<file path="config.mk">
export PLATFORM = sky130hd
export DESIGN_NAME = alu_8bit
export DESIGN_NICKNAME = d
export VERILOG_FILES = /design/src/rtl/alu_pkg.sv /design/src/rtl/alu_core.sv /design/src/rtl/alu_8bit.sv
export SDC_FILE = /design/constraint.sdc
export NUM_CORES = 1
export LEC_CHECK = 0
export CORE_UTILIZATION = 55
export DETAILED_ROUTE_END_ITERATION = 10
export PLACE_DENSITY = 0.78
export SYNTH_ARGS = -nofsm -noshare
export SYNTH_HDL_FRONTEND = slang
export SYNTH_SLANG_ARGS = --single-unit
</file>
<file path="constraint.sdc">
create_clock -name CLK -period 14.2 [get_ports CLK]
set_clock_uncertainty 0.05 [all_clocks]
set_input_delay 4.26 -clock CLK [delete_from_list [all_inputs] [get_ports CLK]]
set_output_delay 4.26 -clock CLK [all_outputs]
set_load 0.005 [all_outputs]
</file>
<file path="src/rtl/alu_pkg.sv">
// Shared widths, opcode encodings and result payload for the 8-bit ALU.
package alu_pkg;

    localparam int unsigned DATA_W = 8;
    localparam int unsigned OP_W   = 4;

    localparam logic [OP_W-1:0] OP_ADD  = 4'b0000;
    localparam logic [OP_W-1:0] OP_SUB  = 4'b0001;
    localparam logic [OP_W-1:0] OP_MUL  = 4'b0010;
    localparam logic [OP_W-1:0] OP_DIV  = 4'b0011;
    localparam logic [OP_W-1:0] OP_INC  = 4'b0100;
    localparam logic [OP_W-1:0] OP_DEC  = 4'b0101;
    localparam logic [OP_W-1:0] OP_NEG  = 4'b0110;
    localparam logic [OP_W-1:0] OP_PASS = 4'b0111;
    localparam logic [OP_W-1:0] OP_AND  = 4'b1000;
    localparam logic [OP_W-1:0] OP_OR   = 4'b1001;
    localparam logic [OP_W-1:0] OP_XOR  = 4'b1010;
    localparam logic [OP_W-1:0] OP_NAND = 4'b1011;
    localparam logic [OP_W-1:0] OP_NOR  = 4'b1100;
    localparam logic [OP_W-1:0] OP_XNOR = 4'b1101;
    localparam logic [OP_W-1:0] OP_SHL  = 4'b1110;
    localparam logic [OP_W-1:0] OP_SHR  = 4'b1111;

    // Everything the execute stage produces in one cycle.
    typedef struct packed {
        logic [DATA_W-1:0] f;
        logic [DATA_W-1:0] ff;
        logic              equal;
        logic              gt;
        logic              lt;
        logic              zero;
        logic              carry;
        logic              ovf;
    } alu_res_t;

endpackage

</file>
<file path="src/rtl/alu_core.sv">
// Combinational ALU datapath: next result, extended result and flags from A, B, S.
module alu_core
    import alu_pkg::*;
(
    input  logic [DATA_W-1:0] a_i,
    input  logic [DATA_W-1:0] b_i,
    input  logic [OP_W-1:0]   s_i,
    output alu_res_t          res_c
);

    logic [DATA_W:0]     sum;
    logic [2*DATA_W-1:0] prod;

    // Opcode decode and arithmetic; zero and compare flags are derived afterwards.
    always_comb begin
        res_c = '0;
        sum   = '0;
        prod  = '0;
        case (s_i)
            OP_ADD: begin
                sum         = {1'b0, a_i} + {1'b0, b_i};
                res_c.f     = sum[DATA_W-1:0];
                res_c.carry = sum[DATA_W];
                res_c.ovf   = (a_i[7] == b_i[7]) && (sum[7] != a_i[7]);
            end
            OP_SUB: begin
                sum         = {1'b0, a_i} - {1'b0, b_i};
                res_c.f     = sum[DATA_W-1:0];
                res_c.carry = sum[DATA_W];
                res_c.ovf   = (a_i[7] != b_i[7]) && (sum[7] != a_i[7]);
            end
            OP_MUL: begin
                prod      = (2*DATA_W)'(a_i) * (2*DATA_W)'(b_i);
                res_c.f   = prod[DATA_W-1:0];
                res_c.ff  = prod[2*DATA_W-1:DATA_W];
                res_c.ovf = |prod[2*DATA_W-1:DATA_W];
            end
            OP_DIV: begin
                // Divide-by-zero returns all-ones quotient and passes A through as remainder.
                if (b_i == 8'h00) begin
                    res_c.f   = 8'hFF;
                    res_c.ff  = a_i;
                    res_c.ovf = 1'b1;
                end else begin
                    res_c.f  = a_i / b_i;
                    res_c.ff = a_i % b_i;
                end
            end
            OP_INC: begin
                sum         = {1'b0, a_i} + 9'd1;
                res_c.f     = sum[DATA_W-1:0];
                res_c.carry = sum[DATA_W];
                res_c.ovf   = (a_i == 8'h7F);
            end
            OP_DEC: begin
                sum         = {1'b0, a_i} - 9'd1;
                res_c.f     = sum[DATA_W-1:0];
                res_c.carry = sum[DATA_W];
                res_c.ovf   = (a_i == 8'h80);
            end
            OP_NEG: begin
                res_c.f   = ~a_i + 8'd1;
                res_c.ovf = (a_i == 8'h80);
            end
            OP_PASS: res_c.f = a_i;
            OP_AND:  res_c.f = a_i & b_i;
            OP_OR:   res_c.f = a_i | b_i;
            OP_XOR:  res_c.f = a_i ^ b_i;
            OP_NAND: res_c.f = ~(a_i & b_i);
            OP_NOR:  res_c.f = ~(a_i | b_i);
            OP_XNOR: res_c.f = ~(a_i ^ b_i);
            OP_SHL: begin
                res_c.f     = {a_i[6:0], 1'b0};
                res_c.carry = a_i[7];
            end
            OP_SHR: begin
                res_c.f     = {1'b0, a_i[7:1]};
                res_c.carry = a_i[0];
            end
            default: ;
        endcase

        // MUL counts the full 16-bit product as the result for the zero flag.
        if (s_i == OP_MUL) begin
            res_c.zero = ({res_c.ff, res_c.f} == 16'h0000);
        end else begin
            res_c.zero = (res_c.f == 8'h00);
        end

        res_c.equal = (a_i == b_i);
        res_c.gt    = (a_i > b_i);
        res_c.lt    = (a_i < b_i);
    end

endmodule

</file>
<file path="src/rtl/alu_8bit.sv">
// Registered 8-bit ALU execute stage: one op per cycle, one cycle latency.
module alu_8bit
    import alu_pkg::*;
(
    input  logic              CLK,
    input  logic              RST,
    input  logic [DATA_W-1:0] A,
    input  logic [DATA_W-1:0] B,
    input  logic [OP_W-1:0]   S,
    output logic [DATA_W-1:0] F,
    output logic [DATA_W-1:0] FF,
    output logic              EQUAL,
    output logic              GT,
    output logic              LT,
    output logic              Zero,
    output logic              CarryOut,
    output logic              Overflow
);

    alu_res_t core_res_c;
    alu_res_t res_d;
    alu_res_t res_q;

    alu_core u_core (
        .a_i   (A),
        .b_i   (B),
        .s_i   (S),
        .res_c (core_res_c)
    );

    // Next-state of the output register is the core result.
    always_comb begin
        res_d = core_res_c;
    end

    // Output register with synchronous reset that clears every field.
    always_ff @(posedge CLK) begin
        if (RST) begin
            res_q <= '0;
        end else begin
            res_q <= res_d;
        end
    end

    assign F        = res_q.f;
    assign FF       = res_q.ff;
    assign EQUAL    = res_q.equal;
    assign GT       = res_q.gt;
    assign LT       = res_q.lt;
    assign Zero     = res_q.zero;
    assign CarryOut = res_q.carry;
    assign Overflow = res_q.ovf;

endmodule

</file>
Word level (Yosys, flattened, before mapping):

Cells that the tools add are included.

* output and inout bits: 22
* flip-flop bits (word level): 22
* bits of input ports: 22

* eq/ne operators: 22
* add/subtract/negate cells: 5
* bitwise operators: 7
* multiplexer cells: 7
* div/mod/pow operators: 2
* magnitude comparators: 2
* multipliers: 1
* reduce and logical (&&, ||, !) cells: 8

Operators with widths (number)
* one-hot mux 8 bit (16 select lines): 1
* == test 4 bit, second input constant: 8
* NOT 8 bit: 4
* == test 4 x 3 -> 1 bit, second input constant: 4
* zero test 16 bit: 1
* zero test 8 bit: 2
* multiplier 8 x 8 -> 16 bit: 1
* 2-to-1 mux 16 bit: 1
* one-hot mux 8 bit (2 select lines): 1
* one-hot mux 1 bit (6 select lines): 2
* adder 8 x 1 -> 9 bit, second input constant: 1
* adder 8 x 8 -> 9 bit: 1
* subtractor 8 x 1 -> 9 bit, second input constant: 1
* subtractor 8 x 8 -> 9 bit: 1
* adder 8 x 1 -> 8 bit, second input constant: 1
* bitwise AND 8 bit: 1
* divider 8 x 8 -> 8 bit: 1
* == test 4 x 2 -> 1 bit, second input constant: 2
* == test 8 x 7 -> 1 bit, second input constant: 1
* == test 8 bit: 1
* == test 8 bit, second input constant: 1
* > comparator 8 bit: 1
* less-than comparator 8 bit: 1
* modulo 8 x 8 -> 8 bit: 1
* other kinds (10): 14

Longest topological paths before layout:

Gate-level depths: netlist of the first run.

* word-level depth: 5
* mapped depth: 55
* mapped depth without buffers: 52

By module:

From an unflattened synthesis of the first run, not the netlist that was laid out.

* cell total of the unflattened synthesis: 927
* area total of the unflattened synthesis: 6995.5 um^2

Modules (own cells, without submodules)
* alu_core: area an instance 6354.8 um^2, cells an instance 881, sequential area each 0.0 um^2, instances 1
* alu_8bit: area an instance 640.6 um^2, cells an instance 46, sequential area each 440.4 um^2, instances 1

Least setup slack after synthesis of the first run:

No wires, ideal clock.

* path kind: input to register
* from: input port B[5]
* to: register res_q, in the netlist Zero
* stages: 55
* path slack: -1080 ps
* arrival time: 15170 ps
* required time: 14090 ps
* path through: buf_6 > nor4_4 > nand2_2 > nor2_1 > a21oi_1 > a21oi_1 > ha_1 > o21a_1 > a221oi_1 > a2bb2oi_1 > ha_1 > and2_1 > a41o_1 > o21a_1 > o21ai_0 > inv_1 > ha_1 > o211ai_1 > (+19 left out) > o21a_1 > and3_1 > a221o_1 > clkbuf_1 > nor3b_1 > a31oi_1 > o31ai_1 > inv_1 > ha_1 > and4b_1 > a211o_1 > o21ai_2 > mux2i_1 > a2111oi_0 > nor4b_1 > o211ai_1 > nor4b_2 > o2111a_1

* cells in the longest elaborated chain, start to end: 5
* elaborated cells between the ends (all ways): 18
* classes of those cells: add/sub: 2; mul: 1; div: 2; mux: 4; bitwise: 6; reduce/logical: 3

RTL lines
* start, declared: RTL line alu_8bit.sv:8 `input logic [DATA_W-1:0] B,`
* divider 8 x 8 -> 8 bit, or another cell as far along: RTL line alu_core.sv:45 `res_c.f = a_i / b_i;`
* 2-to-1 mux 16 bit, or another cell as far along: RTL line alu_core.sv:40 `if (b_i == 8'h00) begin`
* one-hot mux 8 bit (16 select lines) / one-hot mux 8 bit (2 select lines) (equally long branches): RTL line alu_core.sv:19 `case (s_i)`
* zero test 16 bit / zero test 8 bit (equally long branches): RTL line alu_core.sv:85, alu_core.sv:87
* 2-to-1 mux 1 bit *: RTL line alu_core.sv:84 `if (s_i == OP_MUL) begin`
* end signal, assigned: RTL line alu_8bit.sv:41 `res_q <= res_d;`
* end, declared: RTL line alu_8bit.sv:22 `alu_res_t res_q;`

Mark *: on every way between the ends. The rest lies on a longest branch, timed or not.
A chain may end at the register's enable or synchronous reset.

Worst setup path in the final report of the first run:

* from: input port B[7]
* to: register res_q, in the netlist Zero

Same word-level chain as after synthesis.

==> results.json, run 1 <==
{
  "ys_seq_area_frac": 0.0619,
  "p_sw_w": 0.000432,
  "htreeDepth": 1,
  "start_kind": "primary input",
  "critical_path_required_ps": 14350,
  "power.leakage_nw": 4.43,
  "grt_pass1_wl_microns": 42900,
  "p_int_w": 0.000424,
  "cp_slowest_cell": "or3_4",
  "vias_per_cell": 6.64,
  "max_stage_delay_ps": 410,
  "hold_path_class": "in -> reg",
  "clk_pin_slew_worst_paths_ps": 60,
  "post-place-cells": 1268,
  "end_kind": "flip-flop",
  "ys.flop_type": "dfxtp_1",
  "first_global_vias": 8427,
  "initial_core_util": 0.564,
  "nNetsFinal": 1309,
  "place.gp.congestion": 1.05,
  "crit_type": "in -> reg",
  "cts_buffers": 3,
  "synth_area_leaders": "ha_1 (18%), fa_1 (11%), dfxtp_1 (6.2%)",
  "setup_slack_ps": -445,
  "ir_drop_uv": 71.8,
  "cts.sink_count": 22,
  "syn_inst": 955,
  "crit_path_max_fanout": 6,
  "status": "complete, but fails checks",
  "drive_gt1_frac": 0.272,
  "drc": 0,
  "synth_common_cells": "ha_1 (102), nor2_1 (99), inv_1 (89), nand2_1 (80), a21oi_1 (56)",
  "synth_seq_cells": 22,
  "slew_violations": 0,
  "yosys.area.top_type": "ha_1",
  "antennaDiodeCount": 0,
  "wl_per_cell_microns": 22.1,
  "synth-edff-count": 0,
  "hold_ws_ps": 4920,
  "postSynth.asyncResetShare": 0,
  "routed_wl_microns": 29100,
  "antenna_found_initial": 0,
  "switching_share": 0.505,
  "first_pass_iters": 6,
  "p_seq_frac": 0.080,
  "power_density_nw_per_um2": 87.4,
  "setup_viol": 1,
  "yosys_warnings": 0,
  "cts_hold_buf": 0,
  "worstMarginPinSlew_ps": 1110,
  "period_needed_ps": 14650,
  "clockBufferDepth": 2,
  "fill_cells": 874,
  "combPwrFrac": 0.852,
  "cap_viol_max_count": 0,
  "synth.distinct_cells": 82,
  "fin_cells": 1316,
  "die_h_microns": 116,
  "maxSlewHeadroom": 0.252,
  "fp-row-count": 41,
  "grt_start_max_net_pins": 50,
  "crit_top_cell": "ha_4",
  "cts_tree": "yes",
  "fmax_mhz": 68.3,
  "period_share": 1.03,
  "critical_path_arrival_ps": 14790,
  "finalHoldViolCount": 0,
  "syn_area_sq_um": 7120,
  "syn_avg_cell_area_sq_um": 7.45,
  "clockRootBuffer": "clkbuf_16",
  "rsz0062_at_grt": "yes",
  "track_usage": 0.418,
  "dr_total_vias": 8741,
  "core_sq_um": 12600,
  "synth_top_area_share": 0.179,
  "violations": "setup timing",
  "dpl.hpwl_microns": 20300,
  "syn2layout_area_growth_pct": 37.5,
  "die_area_sq_um": 13400,
  "drtAntennaViolNets": 0,
  "drt_first_iter_violations": 1164,
  "ios": 44,
  "clock_power_share": 0.068,
  "synth_most_common_cell": "ha_1",
  "port_buffers": 43,
  "syn_nets": 1118,
  "overflow": 0,
  "fp.dieW_microns": 116
}
[layer usage]
layer / share of wire / vias up / global-route usage / routed length, microns
li1: - / 3828 / - / -
met1: 0.35 / 4085 / 0.464 / 10100
met2: 0.46 / 627 / 0.699 / 13300
met3: 0.11 / 201 / 0.0968 / 3240
met4: 0.085 / 0 / 0.308 / 2480
met5: 0 / - / 0 / 0
[cell families after synthesis]
family | share of synthesized area
flip-flops | 0.0619
buffers and inverters | 0.0758
adder cells (fa/ha/maj) | 0.290
AO/OA/AOI/OAI | 0.264
XOR/XNOR | 0.0468
AND/OR/NAND/NOR | 0.218
multiplexers | 0.0425
[timing repair]
item,4_1_cts,5_1_grt
gates cloned,0,0
resized for setup,59,63
endpoints found under the setup margin,6,9
buffers inserted,28,19
pin swaps,46,67
[cell type report]
| class | instances | area [sq um] | share of cell area |
|---|---|---|---|
| sequential | 22 | 440 | 0.0450 |
| timing repair buffer | 234 | 1910 | 0.195 |
| inverter | 92 | 348 | 0.0355 |
| multi-input combinational | 793 | 6810 | 0.695 |
| clock buffer | 3 | 75.1 | 0.00767 |
| tap | 172 | 215 | 0.0220 |
[metrics by stage]
stage / power (W) / utilization / worst slack [ps] / TNS [ps] / area, sq um
global placement: 0.000667 / 0.707 / -568 / -1160 / 8930
CTS: 0.000770 / 0.743 / 1.71 / 0 / 9370
finish: 0.000856 / 0.776 / -445 / -445 / 9790
floorplan: 0.000461 / - / -138 / -138 / 7400
global route: 0.000908 / 0.776 / -908 / -3270 / 9790
detailed placement: 0.000681 / 0.707 / -860 / -2870 / 8930
[power by group through the flow]
stage / clock [W] / sequential, W / combinational [W]
2_1_floorplan: 0 / 0.0000701 / 0.000391
4_1_cts: 0.0000583 / 0.0000682 / 0.000643
6_report: 0.0000581 / 0.0000682 / 0.000730
5_1_grt: 0.0000608 / 0.0000686 / 0.000779
3_3_place_gp: 0 / 0.0000693 / 0.000598
3_5_place_dp: 0 / 0.0000696 / 0.000611
[sequential cells by signal, summed over array words and instances (netlist names)]
name      count
Zero          1
EQUAL         1
CarryOut      1
FF            8
Overflow      1
GT            1
LT            1
F             8
[final timing paths]
| check | start | to | slack, ps | depth (start not counted) |
|---|---|---|---|---|
| max | B[7] | Zero$_SDFF_PP0_ | -450 | 53 |
| min | B[5] | F[6]$_SDFF_PP0_ | 4920 | 6 |
[cell usage in the layout (no fill, tap or decap), types with 14 or more instances in the layout]
master           Yosys  final
nand2_1             80     77
inv_1               89     86
nand2b_1            18     16
buf_4                1    179
ha_1               102     89
fa_1                39     38
mux2i_1             19     16
nand3_1             16     14
dfxtp_1             22     22
clkdlybuf4s50_1      0     34
nor2_1              99     94
xnor2_1             26     25
buf_6                1     14
o21ai_0             43     36
o21a_1              20     15
nor3_1              25     23
a21oi_1             56     46
nor2b_1             14     14
o211ai_1            21     21
[critical path, delay by kind of cell]
kind / cells / cell delay (ps)
and+or+nand+nor: 14 / 3130
adders and majority gates: 7 / 1630
AOI/OAI and AO/OA: 24 / 4590
buffers and inverters: 6 / 720
muxes: 2 / 430
Power figures use the tool's default switching activity.
==> run 2, diff against run 1 <==
- CELL_PAD_IN_SITES_DETAIL_PLACEMENT: default -> 1
- CELL_PAD_IN_SITES_GLOBAL_PLACEMENT: default -> 1
- CORE_UTILIZATION: 55 -> 42
- PLACE_DENSITY: 0.78 -> default
- PLACE_DENSITY_LB_ADDON: default -> 0.1
==> results.json, run 2 (synthesis results as in run 1) <==
{
  "status": "complete, but fails checks",
  "violations": "setup timing",
  "maxSlewHeadroom": 0.414,
  "antennaDiodeCount": 0,
  "grt_pass1_wl_microns": 50500,
  "fp.dieW_microns": 132,
  "setup_viol": 10,
  "min_path_cells": 6,
  "place.gp.congestion": 0.952,
  "period_share": 1.06,
  "syn2layout_area_growth_pct": 41.0,
  "dr_total_vias": 9110,
  "end_kind": "flip-flop",
  "start_kind": "primary input",
  "crit_path_max_fanout": 6,
  "clockBufferDepth": 2,
  "hold_path_class": "in -> reg",
  "clk_pin_slew_worst_paths_ps": 60,
  "cts_tree": "yes",
  "die_h_microns": 132,
  "cap_viol_max_count": 0,
  "power.leakage_nw": 4.52,
  "rsz0062_at_grt": "yes",
  "drtAntennaViolNets": 0,
  "final_common_cell": "buf_4",
  "clockRootBuffer": "clkbuf_16",
  "first_pass_iters": 7,
  "power_density_nw_per_um2": 89.8,
  "overflow": 0,
  "nNetsFinal": 1324,
  "drc": 0,
  "multi_input_area_sq_um": 6890,
  "antenna_found_initial": 0,
  "max_stage_delay_ps": 410,
  "crit_top_cell": "ha_4",
  "worstMarginPinSlew_ps": 877,
  "track_usage": 0.374,
  "final_cell_area_sq_um": 10000,
  "fill_cells": 2009,
  "cts_buffers": 3,
  "power_w": 0.000901,
  "fp-row-count": 47,
  "cts.sink_count": 22,
  "grt_start_max_net_pins": 50,
  "finalHoldViolCount": 0,
  "seqCellArea_sq_um": 440,
  "drive_gt1_frac": 0.297,
  "critical_path_required_ps": 14350,
  "post-place-cells": 1323,
  "routed_wl_microns": 37700,
  "crit_type": "in -> reg",
  "vias_per_cell": 6.60,
  "dpl_cell_area_sq_um": 9040,
  "slew_violations": 0,
  "period_needed_ps": 15080,
  "layout_common_cells": "buf_4 (199), nor2_1 (92), inv_1 (86)",
  "ir_drop_uv": 64.8,
  "ios": 44,
  "cp_slowest_cell": "a221o_2",
  "fin_cells": 1380,
  "dpl.hpwl_microns": 24100,
  "drt_first_iter_violations": 761,
  "initial_core_util": 0.429,
  "port_buffers": 43,
  "core_sq_um": 16600,
  "first_global_vias": 9139,
  "critical_path_arrival_ps": 15230,
  "htreeDepth": 1,
  "hold_ws_ps": 4920,
  "setup_slack_ps": -881,
  "fmax_mhz": 66.3,
  "die_area_sq_um": 17500,
  "wl_per_cell_microns": 27.3,
  "finalSetupTns_ps": -4100,
  "cts_hold_buf": 0
}
run 2: power breakdown:
group	switching, W	leakage [nW]	internal, W	total, W
Combinational	0.000440	4.29	0.000328	0.000768
Clock	0.0000222	0.0442	0.0000430	0.0000652
Sequential	0.00000147	0.180	0.0000668	0.0000683
Total	0.000463	4.52	0.000438	0.000901
run 2: layout make-up:
| cell class | count | area share |
|---|---|---|
| clock buffers | 4 | 0.00885 |
| inverters | 92 | 0.0344 |
| multi-input cells | 793 | 0.687 |
| flip-flops and latches | 22 | 0.0439 |
| well taps | 220 | 0.0274 |
| repair buffers | 249 | 0.198 |
run 2: worst max-delay path: cells and delay by family:
kind            cells  cell delay (ps)
compound gates     25             5620
simple gates       12             2270
fa+ha+maj           7             1720
buf+inv             7              770
mux                 1              300
xor+xnor            1              240
run 2: path summary, 6_finish.rpt:
kind              startpoint              end  slack (ps)
setup / recovery        B[6]  Zero$_SDFF_PP0_        -880
hold / removal          B[5]  F[6]$_SDFF_PP0_        4920
run 2: through the flow:
stage,worst slack (ps),utilization
after CTS,-131,0.576
after detailed placement,-1100,0.545
after global routing,-1110,0.605
final,-881,0.605
after global placement,-800,0.545
after floorplan,-138,-
run 2: repair_timing:
action / CTS / global route
buffers inserted: 36 / 18
pin swaps: 52 / 74
endpoints found under the setup margin: 10 / 9
gates resized for setup: 67 / 66
run 2: metal layers:
| layer | GRT usage | routed length [microns] |
|---|---|---|
| met1 | 0.424 | 13400 |
| met2 | 0.662 | 17700 |
| met3 | 0.0461 | 2690 |
| met4 | 0.241 | 3890 |
| met5 | 0 | 0 |
==> run 3, diff against run 2 <==
- SKIP_CTS_REPAIR_TIMING: default -> 1
- SLEW_MARGIN: default -> 40
==> results.json, run 3 (synthesis results as in run 1) <==
{
  "fmax_mhz": 66.7,
  "drtAntennaViolNets": 0,
  "fin_util": 0.583,
  "final_cell_area_sq_um": 9670,
  "vias_per_cell": 6.42,
  "nNetsFinal": 1297,
  "power_density_nw_per_um2": 88.6,
  "worstMarginPinSlew_ps": 814,
  "syn2layout_area_growth_pct": 35.8,
  "cts_buffers": 3,
  "clockRootBuffer": "clkbuf_16",
  "cts.sink_count": 22,
  "crit_type": "in -> reg",
  "period_needed_ps": 14990,
  "rsz0062_at_grt": "yes",
  "fp-row-count": 47,
  "critical_path_required_ps": 14350,
  "grt_start_max_net_pins": 50,
  "cts_tree": "yes",
  "dr_total_vias": 8691,
  "drive_gt1_frac": 0.259,
  "initial_core_util": 0.429,
  "finalHoldViolCount": 0,
  "maxSlewHeadroom": 0.457,
  "dpl.hpwl_microns": 24100,
  "slew_violations": 0,
  "die_area_sq_um": 17500,
  "layout_common_cells": "buf_4 (171), nor2_1 (94), ha_1 (90)",
  "place.gp.congestion": 0.952,
  "start_kind": "primary input",
  "critical_path_arrival_ps": 15130,
  "setup_viol": 9,
  "drc": 0,
  "setup_slack_ps": -786,
  "end_kind": "flip-flop",
  "overflow": 0,
  "finalSetupTns_ps": -2780,
  "dpl_cell_area_sq_um": 9040,
  "die_h_microns": 132,
  "final_common_cell": "buf_4",
  "fp.dieW_microns": 132,
  "antennaDiodeCount": 0,
  "hold_path_class": "in -> reg",
  "first_pass_iters": 5,
  "hold_ws_ps": 4370,
  "ios": 44,
  "violations": "setup timing",
  "core_sq_um": 16600,
  "track_usage": 0.349,
  "antenna_found_initial": 0,
  "dp_slack_ps": -1100,
  "grt_pass1_wl_microns": 47300,
  "routed_wl_microns": 34200,
  "crit_path_max_fanout": 6,
  "clockBufferDepth": 2,
  "max_stage_delay_ps": 470,
  "ir_drop_uv": 65.0,
  "status": "complete, but fails checks",
  "drt_first_iter_violations": 715,
  "port_buffers": 43,
  "cp_slowest_cell": "a221o_2",
  "cap_viol_max_count": 0,
  "clk_pin_slew_worst_paths_ps": 60,
  "htreeDepth": 1,
  "wl_per_cell_microns": 25.3,
  "power.leakage_nw": 4.38,
  "period_share": 1.06,
  "first_global_vias": 8601
}
==> run 3: changes by cell type in the layout (fill, tap and decap cells not counted), moves of 4 or more <==
cell            previous run  this run
ha_4                      17         9
buf_4                    199       171
dlymetal6s2s_1             0         6
ha_1                      82        90
nand2_1                   73        78
dlygate4sd2_1              4         0
==> run 3: worst paths after layout <==
check	startpoint	end	slack, ps	depth (start not counted)
max	B[5]	Zero$_SDFF_PP0_	-790	54
min	RST	FF[2]$_SDFF_PP0_	4370	2
==> run 3: critical path, delay by kind of cell <==
kind	cells	cell delay (ps)
multiplexers	1	220
AND/OR/NAND/NOR	13	2580
AO/OA/AOI/OAI	26	5510
adder cells (fa/ha/maj)	7	1780
buffers and inverters	7	780
==> run 3: cell type report <==
| type | instances | area, sq um |
|---|---|---|
| tap | 220 | 275 |
| fill | 2051 | 6920 |
| multi-input combinational | 794 | 6700 |
| timing repair buffer | 221 | 1810 |
| clock buffer | 4 | 88.8 |
| inverter | 92 | 348 |
| sequential | 22 | 440 |
==> run 3: metal layers <==
layer	wire, microns	GRT usage	vias up
met1	12900	0.409	4287
met4	2550	0.191	0
li1	-	-	3799
met3	2240	0.0427	168
met5	0	0	-
met2	16500	0.620	437
==> run 3: power by group <==
part | total, W | switching, W | internal [W]
sequential | 0.0000683 | 0.00000149 | 0.0000668
clock | 0.0000652 | 0.0000223 | 0.0000430
combinational | 0.000723 | 0.000415 | 0.000308
==> run 3: stage by stage <==
step / power (W) / std cells
floorplan: 0.000461 / 955
global placement: 0.000683 / 1323
detailed placement: 0.000702 / 1323
CTS: 0.000771 / 1327
global route: 0.000906 / 1353
finish: 0.000857 / 1353
